==> src/rtl/booth_mul_arb_pkg.sv <==
// Shared types and constants for the Booth multiplier arbiter.
package booth_mul_arb_pkg;

  localparam int DEF_W    = 32;
  localparam int DEF_NREQ = 4;

  typedef enum logic [1:0] {
    ST_IDLE  = 2'd0,
    ST_ISSUE = 2'd1,
    ST_WAIT  = 2'd2,
    ST_RESP  = 2'd3
  } state_e;

  function automatic int prod_w(input int w);
    return 2 * w;
  endfunction

endpackage

==> src/rtl/booth_mul_arbiter_rr_arbiter.sv <==
// Combinational round-robin arbiter: searches upward from ptr_i+1 with wrap-around.
module rr_arbiter
  import booth_mul_arb_pkg::*;
#(
  parameter  int NREQ = DEF_NREQ,
  localparam int IDW  = $clog2(NREQ)
) (
  input  logic [NREQ-1:0] req_i,
  input  logic [IDW-1:0]  ptr_i,
  output logic [NREQ-1:0] grant_o,
  output logic [IDW-1:0]  grant_id_o,
  output logic            any_o
);

  int             idx;
  logic [IDW-1:0] idx_b;

  always_comb begin
    grant_o    = '0;
    grant_id_o = '0;
    any_o      = 1'b0;
    idx        = 0;
    idx_b      = '0;
    // The slot just after the last winner has highest priority.
    for (int i = 1; i <= NREQ; i++) begin
      idx   = (int'(ptr_i) + i) % NREQ;
      idx_b = idx[IDW-1:0];
      if (!any_o && req_i[idx_b]) begin
        grant_o[idx_b] = 1'b1;
        grant_id_o     = idx_b;
        any_o          = 1'b1;
      end
    end
  end

endmodule

==> src/rtl/booth_mul_arbiter.sv <==
// Shares one iterative signed multiplier among NREQ requesters (round-robin).
// Optional WAIT timeout is enabled by defining BOOTH_MUL_ARB_TIMEOUT_EN.
module booth_mul_arbiter
  import booth_mul_arb_pkg::*;
#(
  parameter  int NREQ    = DEF_NREQ,
  parameter  int W       = DEF_W,
  parameter  int TIMEOUT = 64,
  localparam int IDW     = $clog2(NREQ),
  localparam int PW      = prod_w(W)
) (
  input  logic              clk,
  input  logic              reset,
  input  logic [NREQ-1:0]   req_valid,
  output logic [NREQ-1:0]   req_ready,
  input  logic [NREQ*W-1:0] req_a,
  input  logic [NREQ*W-1:0] req_b,
  output logic              rsp_valid,
  input  logic              rsp_ready,
  output logic [IDW-1:0]    rsp_id,
  output logic [PW-1:0]     rsp_result,
  output logic              rsp_err,
  output logic [W-1:0]      mul_a,
  output logic [W-1:0]      mul_b,
  output logic              mul_start,
  input  logic              mul_done,
  input  logic [PW-1:0]     mul_result,
  output logic              busy,
  output logic [1:0]        dbg_state
);

  // Handshakes: a transfer happens on a rising edge where valid and ready are
  // both high; request transfers only in IDLE, response fields hold in RESP
  // until rsp_ready, and the controller never waits on itself.

  state_e          state_q, state_d;
  logic [IDW-1:0]  rr_ptr_q, gid_q;
  logic [W-1:0]    a_q, b_q, a_sel, b_sel;
  logic [PW-1:0]   res_q;
  logic            err_q;
  logic [NREQ-1:0] arb_grant;
  logic [IDW-1:0]  arb_id;
  logic            arb_any;
  logic            timeout_hit;

  rr_arbiter #(.NREQ(NREQ)) u_rr (
    .req_i      (req_valid),
    .ptr_i      (rr_ptr_q),
    .grant_o    (arb_grant),
    .grant_id_o (arb_id),
    .any_o      (arb_any)
  );

  always_comb begin
    a_sel = '0;
    b_sel = '0;
    for (int k = 0; k < NREQ; k++) begin
      if (arb_grant[k]) begin
        a_sel = req_a[k*W +: W];
        b_sel = req_b[k*W +: W];
      end
    end
  end

`ifdef BOOTH_MUL_ARB_TIMEOUT_EN
  localparam int TW = $clog2(TIMEOUT + 1);
  logic [TW-1:0] to_cnt_q;

  // Counts completed WAIT cycles; ISSUE always precedes WAIT, so clear there.
  always_ff @(posedge clk) begin
    if (reset)                  to_cnt_q <= '0;
    else if (state_q == ST_ISSUE) to_cnt_q <= '0;
    else if (state_q == ST_WAIT)  to_cnt_q <= to_cnt_q + 1'b1;
  end

  assign timeout_hit = (state_q == ST_WAIT) && (to_cnt_q == TW'(TIMEOUT - 1));
`else
  assign timeout_hit = 1'b0;
`endif

  always_ff @(posedge clk) begin
    if (reset) state_q <= ST_IDLE;
    else       state_q <= state_d;
  end

  always_comb begin
    state_d = state_q;
    case (state_q)
      ST_IDLE:  if (arb_any) state_d = ST_ISSUE;
      ST_ISSUE: state_d = ST_WAIT;
      ST_WAIT:  if (mul_done || timeout_hit) state_d = ST_RESP;
      ST_RESP:  if (rsp_ready) state_d = ST_IDLE;
      default:  state_d = ST_IDLE;
    endcase
  end

  always_comb begin
    req_ready = '0;
    mul_start = 1'b0;
    rsp_valid = 1'b0;
    busy      = (state_q != ST_IDLE);
    case (state_q)
      ST_IDLE:  req_ready = reset ? '0 : arb_grant;
      ST_ISSUE: mul_start = 1'b1;
      ST_RESP:  rsp_valid = 1'b1;
      default:  ;
    endcase
  end

  always_ff @(posedge clk) begin
    if (reset) begin
      a_q      <= '0;
      b_q      <= '0;
      gid_q    <= '0;
      rr_ptr_q <= IDW'(NREQ - 1);
      res_q    <= '0;
      err_q    <= 1'b0;
    end else begin
      if (state_q == ST_IDLE && arb_any) begin
        a_q   <= a_sel;
        b_q   <= b_sel;
        gid_q <= arb_id;
      end
      // A done pulse coinciding with the timeout wins.
      if (state_q == ST_WAIT) begin
        if (mul_done) begin
          res_q <= mul_result;
          err_q <= 1'b0;
        end else if (timeout_hit) begin
          res_q <= '0;
          err_q <= 1'b1;
        end
      end
      if (state_q == ST_RESP && rsp_ready) rr_ptr_q <= gid_q;
    end
  end

  assign mul_a      = a_q;
  assign mul_b      = b_q;
  assign rsp_id     = gid_q;
  assign rsp_result = res_q;
  assign rsp_err    = err_q;
  assign dbg_state  = state_q;

endmodule
==> config.mk <==
export PLATFORM = sky130hd
export DESIGN_NAME = booth_mul_arbiter
export DESIGN_NICKNAME = d
export VERILOG_FILES = /design/src/rtl/booth_mul_arb_pkg.sv /design/src/rtl/booth_mul_arbiter_rr_arbiter.sv /design/src/rtl/booth_mul_arbiter.sv
export SDC_FILE = /design/constraint.sdc
export NUM_CORES = 1
export LEC_CHECK = 0
export BUFFER_PORTS_ARGS = -buffer_cell sky130_fd_sc_hd__buf_2
export CORE_MARGIN = 10
export CORE_UTILIZATION = 30
export DETAILED_ROUTE_END_ITERATION = 10
export GPL_TIMING_DRIVEN = 1
export PLACE_DENSITY = 0.63
export SLEW_MARGIN = 20
export SYNTH_ARGS = -nofsm -noshare
export SYNTH_HDL_FRONTEND = slang
export SYNTH_SLANG_ARGS = --single-unit
==> constraint.sdc <==
create_clock -name clk -period 9.5 [get_ports clk]
set_input_delay 0.95 -clock clk [delete_from_list [all_inputs] [get_ports clk]]
set_output_delay 0.95 -clock clk [all_outputs]
set_load 0.01 [all_outputs]
# Yosys cells after proc, flatten, opt, wreduce, memory -nomap -nowiden
# Cells that the tools add are included.
# classes
add_sub_neg	4
bitwise	3
magnitude_cmp	8
mux	44
eq_ne	6
reduce_logical	16
# ops
operator	count
2-to-1 mux 32 bit	8
2-to-1 mux 4 bit	6
2-to-1 mux 1 bit	14
2-to-1 mux 2 bit	7
less-than comparator 2 x 3 -> 1 bit (second input constant)	4
OR 4 bit	3
logical AND 1 bit	9
binary-select mux 1 bit (select 2 bit)	4
demux 1 bit (select 2 bit)	4
>= comparator 2 x 1 -> 1 bit (second input constant)	4
case mux 2 bit (4 select lines)	1
inequality test 2 bit (second input constant)	3
adder 2 x 1 -> 2 bit (second input constant)	2
adder 2 bit (second input constant)	2
== test 2 bit (second input constant)	2
logical NOT 1 bit	3
AND reduction 3 bit	1
== test 2 x 1 -> 1 bit (second input constant)	1
logical NOT 2 bit	1
AND reduction 2 bit	1
nonzero test 2 bit	1
# totals
reg_bits	134

# Longest topological paths before layout
# logic_depth
word_depth	17
mapped_depth	13

# By module
# Synthesis repeated with hierarchy kept, for this count alone.
# unflattened
cells_unflattened	797
area_unflattened_um2	6789.0
# by_module_without_submodules
mod	area_each_um2	instances	seq_area_each_um2	cells_each
booth_mul_arbiter	6159.7	1	2682.6	711
rr_arbiter	629.4	1	0.0	86

# Worst setup path before layout
# No wires, ideal clock.
# synth_timing
path_type	register to output
from	register rr_ptr_q[0]
to	output req_ready[2]
slack_ns	5.951
stages_incl_launch_ff	12
t_arrival_ns	2.599
n_path_buf	4
required_ns	8.550
cell_sequence	dfxtp_1 > buf_6 > buf_2 > inv_1 > ha_1 > buf_2 > mux4_2 > nand2_1 > o21ai_1 > a221oi_2 > buf_2 > nor2_1
# synth_via
elab_chain_len	15
elab_cells_between_ends	50
classes_between	add/sub: 4; order compare: 8; mux: 25; bitwise: 3; reduce/logical: 10
# synth_lines
item	line_no	text
start, declared	booth_mul_arbiter.sv:37	logic [IDW-1:0] rr_ptr_q, gid_q;
start signal, assigned	booth_mul_arbiter.sv:115	rr_ptr_q <= IDW'(NREQ - 1);
start signal, assigned	booth_mul_arbiter.sv:134	if (state_q == ST_RESP && rsp_ready) rr_ptr_q <= gid_q;
branches (longest 12 deep; another with less-than comparator 2 x 3 -> 1 bit)	--	
2-to-1 mux 4 bit *	booth_mul_arbiter_rr_arbiter.sv:28	if (!any_o && req_i[idx_b]) begin
2-to-1 mux 4 bit *	booth_mul_arbiter.sv:103	ST_IDLE: req_ready = reset ? '0 : arb_grant;
2-to-1 mux 4 bit *	booth_mul_arbiter.sv:102	case (state_q)
end, declared	booth_mul_arbiter.sv:15	output logic [NREQ-1:0] req_ready,
# Every way passes the cells marked *. The select of a mux whose other input is x is not followed.

# Worst setup path after layout
# layout_timing
from	register rr_ptr_q[0]
to	output req_ready[1]
# Same word-level chain as after synthesis.

==> out/metrics.cfg <==
[global_routing]
grt_overflow=0
antenna_found_initial=19
grt_pass1_wl_mm=61.1
grt_max_degree=85
grt_pass1_vias=9635
grt_usage_pct=21.9

[clock_network]
cts_tree=yes
clk_path_buf_depth=2
clkTransAtPathRegs_ns=0.07
post_cts_resized=0
post_cts_buffers=0
hold_buffers=0
cts_root_buffer=clkbuf_16
htree_levels=4
cts_buffers=17
worstSkewPairLatency_ns=0.43
clkSinkCount=134

[floorplanning]
die_width_um=188
rows=61
core_area_mm2=0.0278
ios=468
dieArea_mm2=0.0352
start_util_pct=30.3
dieHeight_um=188

[timing]
finClkSkew_ns=0.0248
drv_slew=0
period_minus_slack_ns=4.89
rsz0062_at_grt=no
setup_violations=0
hold_violations=0
fmax_mhz=204
relSlewSlack_pct=23.3
setup-tns-final_ns=0
finalCritPeriodShare_pct=51.5
fin_ws_ns=4.61
worstMarginPinSlew_ns=1.15

[synth]
syn_inst=931
synth_nets=1271
yosysTopAreaCellShare_pct=31.8
yosysTopAreaCell=dfxtp_1
netlist_area_mm2=0.00843
ys_warn_count=0
synth_edf_count=0
synth.avg_cell_area_um2=9.05
synth_seq_area_share_pct=31.8
ys_types=51
synth.area.top_cells=dfxtp_1 (32%), a221oi_2 (11%), o221ai_2 (8.9%)
synth_ff_type=dfxtp_1
ys_async_sr_fraction_pct=0
ys_ff_latch=134

[setup_path]
crit_required_ns=8.55
slowest_stage=dfxtp_1
crit_path_start=rr_ptr_q[0]
crit_chain=inv_1 -> ha_1 -> mux4_2 -> nand2_2 -> buf_4 -> a31oi_1 -> buf_2
crit_type=reg2out
ff2ff_setup_slack_ns=5.03
reg2reg_from=rr_ptr_q[0]
critPathMaxStageDelay_ns=0.88
critPathArrivalTime_ns=3.94
crit_path_start_kind=register
rr_endpoint=mul_a[25]
r2r_cells=10
critPathMaxFanout=36
crit_path_end_kind=output pin

[placement]
numPortBuffers=466
place.gp.congestion=0.866
place_ws_ns=5.03
hpwl_mm=29.8

[routing]
met1_length_mm=15.9
ant_nets=0
num_vias=9525
wl_met3_mm=4.32
drcViolationCount=0
met2_length_mm=19.5
wl_mm=41.0
top_layer_used=met5
wl_per_cell_um=23.8
firstDrtPassIters=5
drt-initial-drc-count=769
routed_via_density=5.52

[flow_run]
drv_cap=0

[power_and_ir_drop]
switchingPower_w=0.00134
pwr-share-seq_pct=27.3
p_per_area_mw_per_mm2=266
leakage_nw=4.94
pwr-share-comb_pct=48.8
clkPwrFrac_pct=23.9
power_w=0.00305
ir_drop_mv=0.112
internal-power_w=0.00171
p_sw_share_pct=44.1

[layout]
layout-drive-gt1-share_pct=48.4
n_fill_cell=2861
final_nets=1661
area_growth_pct=35.8

[outcome]
status=finished, final reports clean

[worst_hold_path]
worstHoldPathCells=2
hold_class=reg2reg
min-delay-start=rsp_result[61]
min_to=rsp_result[61]

[metrics by stage]
step | instances | hold slack [ns] | area [µm²] | util [%]
2_1_floorplan | 931 | 0.481 | 8430 | -
3_3_place_gp | 1679 | 0.439 | 10800 | 38.7
3_5_place_dp | 1679 | 0.444 | 10800 | 38.7
4_1_cts | 1711 | 0.454 | 11400 | 41.0
5_1_grt | 1721 | 0.466 | 11400 | 41.1
6_report | 1725 | 0.452 | 11400 | 41.2
[layer usage]
metal / up-vias / global-route usage [%]
met4: 12 / 8.46
met5: - / 0
met3: 66 / 8.63
met1: 4543 / 25.3
li1: 4384 / -
met2: 520 / 35.6
[cell usage in the layout (no fill, tap or decap), drive strengths merged, types with 2 or more instances in the layout]
cell	netlist	layout
nand3	3	3
and3	66	66
nor4	2	2
a31oi	66	66
a21oi	71	71
ha	12	12
clkbuf	53	18
or3b	2	2
nor3	3	3
mux4	3	3
nor2	9	9
mux2	2	2
or3	3	3
diode	0	13
dfxtp	134	134
o21ai	4	4
nand2	137	137
a211o	3	3
mux2i	5	5
inv	7	15
o221ai	64	64
a221oi	68	68
and2	66	66
nor2b	3	3
nand3b	3	3
nand2b	4	4
clkinvlp	0	3
buf	59	483
bufinv	0	3
nor3b	2	2
o22ai	66	66
[synth_stat cells (all sizes together) (2+ instances only)]
master	number
ha	12
nor2b	3
or3b	2
mux2i	5
nand2b	4
and2	66
nand2	137
o22ai	66
and3	66
mux2	2
buf	59
o21ai	4
nand3	3
dfxtp	134
nor3b	2
or3	3
o221ai	64
mux4	3
a31oi	66
inv	7
nor3	3
clkbuf	53
nor4	2
a221oi	68
a21oi	71
a211o	3
nor2	9
nand3b	3
[power groups by stage]
stage                     combinational, W  sequential, W  clock [W]
after floorplan                   0.000945       0.000885          0
after global placement             0.00146       0.000832          0
after global routing               0.00161       0.000853   0.000773
final                              0.00149       0.000832   0.000729
after detailed placement           0.00146       0.000841          0
after CTS                          0.00147       0.000829   0.000751
[layout make-up]
| type | count | area (µm²) | share of cell area [%] |
|---|---|---|---|
| multi-input combinational | 678 | 5120 | 44.8 |
| clock inverter | 14 | 190 | 1.66 |
| clock buffer | 18 | 429 | 3.75 |
| inverter | 7 | 26.3 | 0.230 |
| sequential | 134 | 2680 | 23.4 |
| tap | 378 | 473 | 4.13 |
| timing repair buffer | 483 | 2480 | 21.7 |
| antenna | 13 | 32.5 | 0.284 |
[worst max path at each step]
stage | to | slack (ns)
global route | req_ready[1] | 4.24
finish | req_ready[1] | 4.61
global placement | req_ready[1] | 5.05
detailed placement | req_ready[1] | 5.03
CTS | req_ready[1] | 4.57
floorplan | req_ready[2] | 5.95
[sequential cells by signal, indices dropped and copies added, names as in the netlist]
signal,flops
rsp_result,64
mul_a,32
mul_b,32
dbg_state,2
rr_ptr_q,2
rsp_id,2
[cells by family (layout without fill, tap and decap cells)]
logic type	after synthesis	in the layout	synth area share, %
other cells	1	14	0.0445
flops	134	134	31.8
compound gates	350	350	38.0
mux	10	10	1.66
simple gates	305	305	18.5
buf+inv	119	522	8.12
fa+ha+maj	12	12	1.78
[critical path, delay by kind of cell (launching register included)]
| kind | cells | cell delay, ns |
|---|---|---|
| buf+inv | 3 | 0.90 |
| flops | 1 | 0.88 |
| fa+ha+maj | 1 | 0.61 |
| simple gates | 1 | 0.52 |
| mux | 1 | 0.44 |
| compound gates | 1 | 0.17 |
(Power assumes the default switching activity.)
